--- src/rtl/fetch_pc_sequencer_pkg.sv ---
// Shared sizes, state encodings and flush-counter width for the fetch PC sequencer.
package fetch_pc_sequencer_pkg;

    // Address width of the fetch path and its top bit index.
    localparam int SIZE_ADDR = 32;
    localparam int HBIT_ADDR = SIZE_ADDR - 1;

    // Width of the post-redirect bubble counter (bubble count 0..15).
    localparam int FLUSH_CNT_W = 4;

    // Sequencer states, 3-bit encoding.
    typedef enum logic [2:0] {
        ST_RESET = 3'd0,
        ST_RUN   = 3'd1,
        ST_STALL = 3'd2,
        ST_FLUSH = 3'd3,
        ST_HALT  = 3'd4
    } pcseq_state_t;

endpackage

--- src/rtl/pc_next_sel.sv ---
// Next-PC priority mux plus predicted-next-PC / predicted-taken generation.
// Priority: redirect > halt > stall > BTB hit > sequential.
module pc_next_sel
    import fetch_pc_sequencer_pkg::*;
#(
    parameter logic [HBIT_ADDR:0] PC_STEP = 1
) (
    input  pcseq_state_t         state,
    input  logic [HBIT_ADDR:0]   pc,
    input  logic                 redirect_valid,
    input  logic [HBIT_ADDR:0]   redirect_pc,
    input  logic                 halt,
    input  logic                 stall,
    input  logic                 btb_hit,
    input  logic [HBIT_ADDR:0]   btb_target,
    output logic [HBIT_ADDR:0]   next_pc,
    output logic [HBIT_ADDR:0]   pred_pc,
    output logic                 pred_taken
);

    logic [HBIT_ADDR:0] seq_pc;
    logic               in_run;

    // Prediction only trusts the BTB while fetching; otherwise the PC is
    // expected to simply step. The next PC holds unless running freely
    // or a redirect arrives outside the reset cycle.
    always_comb begin
        seq_pc     = pc + PC_STEP;
        in_run     = (state == ST_RUN);
        pred_taken = btb_hit & in_run;
        pred_pc    = pred_taken ? btb_target : seq_pc;
        next_pc    = pc;
        if ((state != ST_RESET) && redirect_valid) begin
            next_pc = redirect_pc;
        end else if (in_run && !halt && !stall) begin
            next_pc = pred_pc;
        end
    end

endmodule

--- src/rtl/fetch_pc_sequencer.sv ---
// Fetch PC sequencer: FSM, fetch PC register, post-redirect bubble counter
// and redirect event counter feeding the instruction-address stage.
module fetch_pc_sequencer
    import fetch_pc_sequencer_pkg::*;
#(
    parameter logic [HBIT_ADDR:0] RESET_PC     = '0,
    parameter logic [HBIT_ADDR:0] PC_STEP      = 1,
    parameter int unsigned        FLUSH_CYCLES = 2
) (
    input  logic                 iw_clk,
    input  logic                 iw_rst_n,
    input  logic                 iw_stall,
    input  logic                 iw_halt,
    input  logic                 iw_redirect_valid,
    input  logic [HBIT_ADDR:0]   iw_redirect_pc,
    input  logic                 iw_btb_hit,
    input  logic [HBIT_ADDR:0]   iw_btb_target,
    output logic [HBIT_ADDR:0]   ow_pc,
    output logic                 ow_flush,
    output logic [HBIT_ADDR:0]   ow_pred_pc,
    output logic                 ow_pred_taken,
    output logic                 ow_fetch_active,
    output logic [15:0]          ow_redirect_cnt
);

    localparam logic [FLUSH_CNT_W-1:0] FLUSH_LOAD = FLUSH_CYCLES[FLUSH_CNT_W-1:0];

    pcseq_state_t           state_reg;
    pcseq_state_t           state_next;
    pcseq_state_t           resume_state;
    pcseq_state_t           redirect_state;
    logic [HBIT_ADDR:0]     pc_reg;
    logic [HBIT_ADDR:0]     pc_next;
    logic [FLUSH_CNT_W-1:0] flush_cnt_reg;
    logic [FLUSH_CNT_W-1:0] flush_cnt_next;
    logic [15:0]            redirect_cnt_reg;

    pc_next_sel #(
        .PC_STEP (PC_STEP)
    ) u_pc_next_sel (
        .state          (state_reg),
        .pc             (pc_reg),
        .redirect_valid (iw_redirect_valid),
        .redirect_pc    (iw_redirect_pc),
        .halt           (iw_halt),
        .stall          (iw_stall),
        .btb_hit        (iw_btb_hit),
        .btb_target     (iw_btb_target),
        .next_pc        (pc_next),
        .pred_pc        (ow_pred_pc),
        .pred_taken     (ow_pred_taken)
    );

    // State, PC and bubble-counter registers.
    always_ff @(posedge iw_clk or negedge iw_rst_n) begin
        if (!iw_rst_n) begin
            state_reg     <= ST_RESET;
            pc_reg        <= RESET_PC;
            flush_cnt_reg <= '0;
        end else begin
            state_reg     <= state_next;
            pc_reg        <= pc_next;
            flush_cnt_reg <= flush_cnt_next;
        end
    end

    // Next-state logic; a zero bubble count skips FLUSH and resumes directly.
    always_comb begin
        state_next     = state_reg;
        flush_cnt_next = flush_cnt_reg;
        resume_state   = iw_halt ? ST_HALT : (iw_stall ? ST_STALL : ST_RUN);
        redirect_state = (FLUSH_LOAD != '0) ? ST_FLUSH : resume_state;
        case (state_reg)
            ST_RESET: begin
                state_next = iw_halt ? ST_HALT : ST_RUN;
            end
            ST_RUN, ST_STALL: begin
                if (iw_redirect_valid) begin
                    state_next     = redirect_state;
                    flush_cnt_next = FLUSH_LOAD;
                end else begin
                    state_next = resume_state;
                end
            end
            ST_FLUSH: begin
                if (iw_redirect_valid) begin
                    state_next     = redirect_state;
                    flush_cnt_next = FLUSH_LOAD;
                end else begin
                    flush_cnt_next = flush_cnt_reg - 1'b1;
                    if (flush_cnt_reg <= 1) begin
                        state_next = resume_state;
                    end
                end
            end
            ST_HALT: begin
                if (!iw_redirect_valid && !iw_halt) begin
                    state_next = ST_RUN;
                end
            end
            default: begin
                state_next = ST_RESET;
            end
        endcase
    end

    // Redirect event counter, wraps; redirects during the reset cycle are ignored.
    always_ff @(posedge iw_clk or negedge iw_rst_n) begin
        if (!iw_rst_n) begin
            redirect_cnt_reg <= '0;
        end else if (iw_redirect_valid && (state_reg != ST_RESET)) begin
            redirect_cnt_reg <= redirect_cnt_reg + 16'd1;
        end
    end

    // Output decode; a redirect invalidates the current fetch immediately.
    always_comb begin
        ow_pc           = pc_reg;
        ow_fetch_active = (state_reg == ST_RUN);
        ow_redirect_cnt = redirect_cnt_reg;
        ow_flush        = (state_reg == ST_RESET) || (state_reg == ST_FLUSH) ||
                          (state_reg == ST_HALT)  || iw_redirect_valid;
    end

endmodule

--- config.mk ---
export PLATFORM = sky130hd
export DESIGN_NAME = fetch_pc_sequencer
export DESIGN_NICKNAME = d
export VERILOG_FILES = /design/src/rtl/fetch_pc_sequencer_pkg.sv /design/src/rtl/pc_next_sel.sv /design/src/rtl/fetch_pc_sequencer.sv
export SDC_FILE = /design/constraint.sdc
export NUM_CORES = 1
export LEC_CHECK = 0
export ABC_CLOCK_PERIOD_IN_PS = 4000
export BUFFER_PORTS_ARGS = -buffer_cell sky130_fd_sc_hd__buf_4
export CORE_ASPECT_RATIO = 2
export CORE_MARGIN = 2
export CORE_UTILIZATION = 25
export CTS_CLUSTER_DIAMETER = 50
export DETAILED_ROUTE_END_ITERATION = 6
export SYNTH_ARGS = -nofsm -noshare
export SYNTH_HDL_FRONTEND = slang
export SYNTH_SLANG_ARGS = --single-unit
--- constraint.sdc ---
create_clock -name iw_clk -period 4 [get_ports iw_clk]
set_input_delay 0.8 -clock iw_clk [delete_from_list [all_inputs] [get_ports iw_clk]]
set_output_delay 0.8 -clock iw_clk [all_outputs]
set_load 0.01 [all_outputs]
==> summary.txt <==
Status
  – Status: complete, no violations

Route
  – Post-Route WL: 13300 µm
  – Antenna Nets Post-Route: 0
  – Via count: 3934
  – 1st-iter DRT viols: 176
  – Via density per instance: 5.16
  – DR pass1 iterations: 5
  – DRC viols: 0
  – Routed len/inst: 17.4 µm

STA
  – Fin worst setup slack: 284 ps
  – Worst rel slew slack: 0.311
  – Fin crit share: 0.929
  – Final Critical Period: 3720 ps
  – TNS Setup: 0 ps
  – Final hold viol count: 0
  – RSZ-0062 raised after global routing: no
  – Count of pins over their slew limit: 0
  – Setup Skew: 6.25 ps
  – Final setup viols: 0
  – Worst-margin pin slew: 1030 ps
  – Highest Clock Rate: 0.269 GHz

Synth
  – Commonest register cell after synthesis: dfrtp_1
  – Async set-reset flop share out of synthesis: 1.00
  – Post-synth cell types: 49
  – Syn Area/Cell: 8.35 µm²
  – Syn nets: 502
  – Flops & latches, synth: 55
  – Synth Instances: 428
  – EDFF count, synth: 0
  – Yosys warnings: 0
  – Synth top area cells: dfrtp_1 39%, nand2_1 5.4%, nor2_1 5.4%
  – Mapped cell area: 3570 µm²
  – Yosys top cell area share: 0.385
  – Largest area contributor in the netlist: dfrtp_1
  – Seq/Total Area, Yosys: 0.385

Placement
  – Cell area after placement: 4930 µm²
  – Placed insts: 755
  – Hpwl dp: 10100 µm
  – Post-Place Setup Slack: 599 ps
  – Final GP Congestion: 0.932
  – Count of port buffers added during placement: 152

Floorplanning
  – Die width: 88.5 µm
  – Die area: 15300 µm²
  – Core area: 14000 µm²
  – Die height: 173 µm
  – Row Count: 61
  – Top Ports: 153
  – Starting Density: 0.256

Global route
  – Number of global-route vias before repair: 4068
  – Initial antenna violation count: 0
  – GRT overflow: 0
  – Pin count of the biggest net entering global routing: 56
  – First-pass GRT wire length: 20600 µm
  – GRT Total Usage: 0.173

Layout
  – Final nets: 647
  – Final core utilization: 0.366
  – Fraction of layout cells with a size suffix above 1: 0.328
  – Area Overhead vs Synth: 43.0%
  – # diodes: 0
  – Max reg flops: 32
  – Most frequent cells in the layout: 162 x buf_4, 55 x dfrtp_1, 51 x nand2_1
  – Finished Cell Area: 5110 µm²
  – Fill cells: 1501
  – Finished Layout Cells: 763
  – Commonest non-fill, non-tap cell in the layout: buf_4

Clocking
  – Worst-path clk slew: 80 ps
  – Root buf cell: clkbuf_16
  – Post-CTS Hold Buffers: 0
  – Number of gates resized after CTS: 0
  – Post CTS Setup Buffer Count: 0
  – CTS tree: done
  – Worst-Skew Late Latency: 300 ps
  – TritonCTS Sinks: 55
  – H-tree depth: 2
  – Total CTS buffers: 5
  – CTS Buffer Depth: 2

Critical path
  – Nature of the critical path startpoint: register
  – Crit path capture type: primary output
  – Worst-path maximum fanout: 11
  – CP arrival: 2920 ps
  – Critical setup path kind: register to primary output
  – WP data required: 3200 ps

Run
  – Max-Cap Viols: 0

Pwr
  – PwrDens: 737 nW/µm²
  – Pleak: 2.40 nW
  – Peak supply drop: 0.365 mV

Min path
  – Type of the tightest min-delay check: register to register
## worst max-delay path: stages, from the launching register on
cell      delay, ps
dfrtp_1         450
ha_1            240
nand3_2         210
or4_1           760
or3_1           440
a211oi_1        330
buf_4           190
## layout make-up
class / instances / area, µm² / share of cell area
multi-input cells: 338 / 2060 / 0.404
flip-flops and latches: 55 / 1380 / 0.269
repair buffers: 162 / 1220 / 0.238
well taps: 189 / 236 / 0.0463
clock buffers: 6 / 139 / 0.0272
inverters: 11 / 41.3 / 0.00808
clock inverters: 2 / 35.0 / 0.00686
## routing by layer
metal | track usage | part of all wire | vias to the layer above
met5 | 0 | 0 | -
met4 | 0.0909 | 0.048 | 0
met3 | 0.0234 | 0.038 | 34
met2 | 0.323 | 0.57 | 139
met1 | 0.177 | 0.35 | 1904
li1 | - | - | 1857
## report_power, final
| part | internal, mW | switching [mW] | total, mW |
|---|---|---|---|
| combinational | 1.01 | 1.10 | 2.11 |
| sequential | 0.768 | 0.360 | 1.13 |
| clock | 0.312 | 0.213 | 0.525 |
## cell usage after synthesis, types with 11 or more instances
master and instances:
dfrtp_1 55, nand4_1 12, nor2_1 51, nand3_1 13, a21oi_1 28, clkbuf_1 15, a22o_1 11, nand2_1 51
o21ai_0 22, o31ai_1 13, xnor2_1 17, a21o_1 11
## worst paths after layout
check                           slack [ps]                 from                   to  cells past startpoint
min in group asynchronous              560             iw_rst_n         state_reg[0]                      1
max in group asynchronous             2950             iw_rst_n  ow_redirect_cnt[11]                      1
worst max register to register        1230         state_reg[0]            ow_pc[28]                      5
worst max-delay path                   280             ow_pc[0]       ow_pred_pc[28]                      6
worst min-delay path                   490  ow_redirect_cnt[15]  ow_redirect_cnt[15]                      1
worst min register to register         490  ow_redirect_cnt[15]  ow_redirect_cnt[15]                      1
## logic make-up after synthesis
logic type | Yosys count | share of synthesized area
and+or+nand+nor | 180 | 0.253
AOI/OAI and AO/OA | 126 | 0.239
DFF | 55 | 0.385
buffers and inverters | 35 | 0.0396
xor gates and xnor gates | 26 | 0.0637
adders and majority gates | 4 | 0.0140
muxes | 2 | 0.00560
## through the flow
step	hold WS [ps]	power (mW)
CTS	498	3.79
detailed placement	485	3.25
global route	513	4.02
finish	489	3.77
floorplan	453	2.18
global placement	457	3.22
No activity file was read; power rests on OpenSTA's default activity.
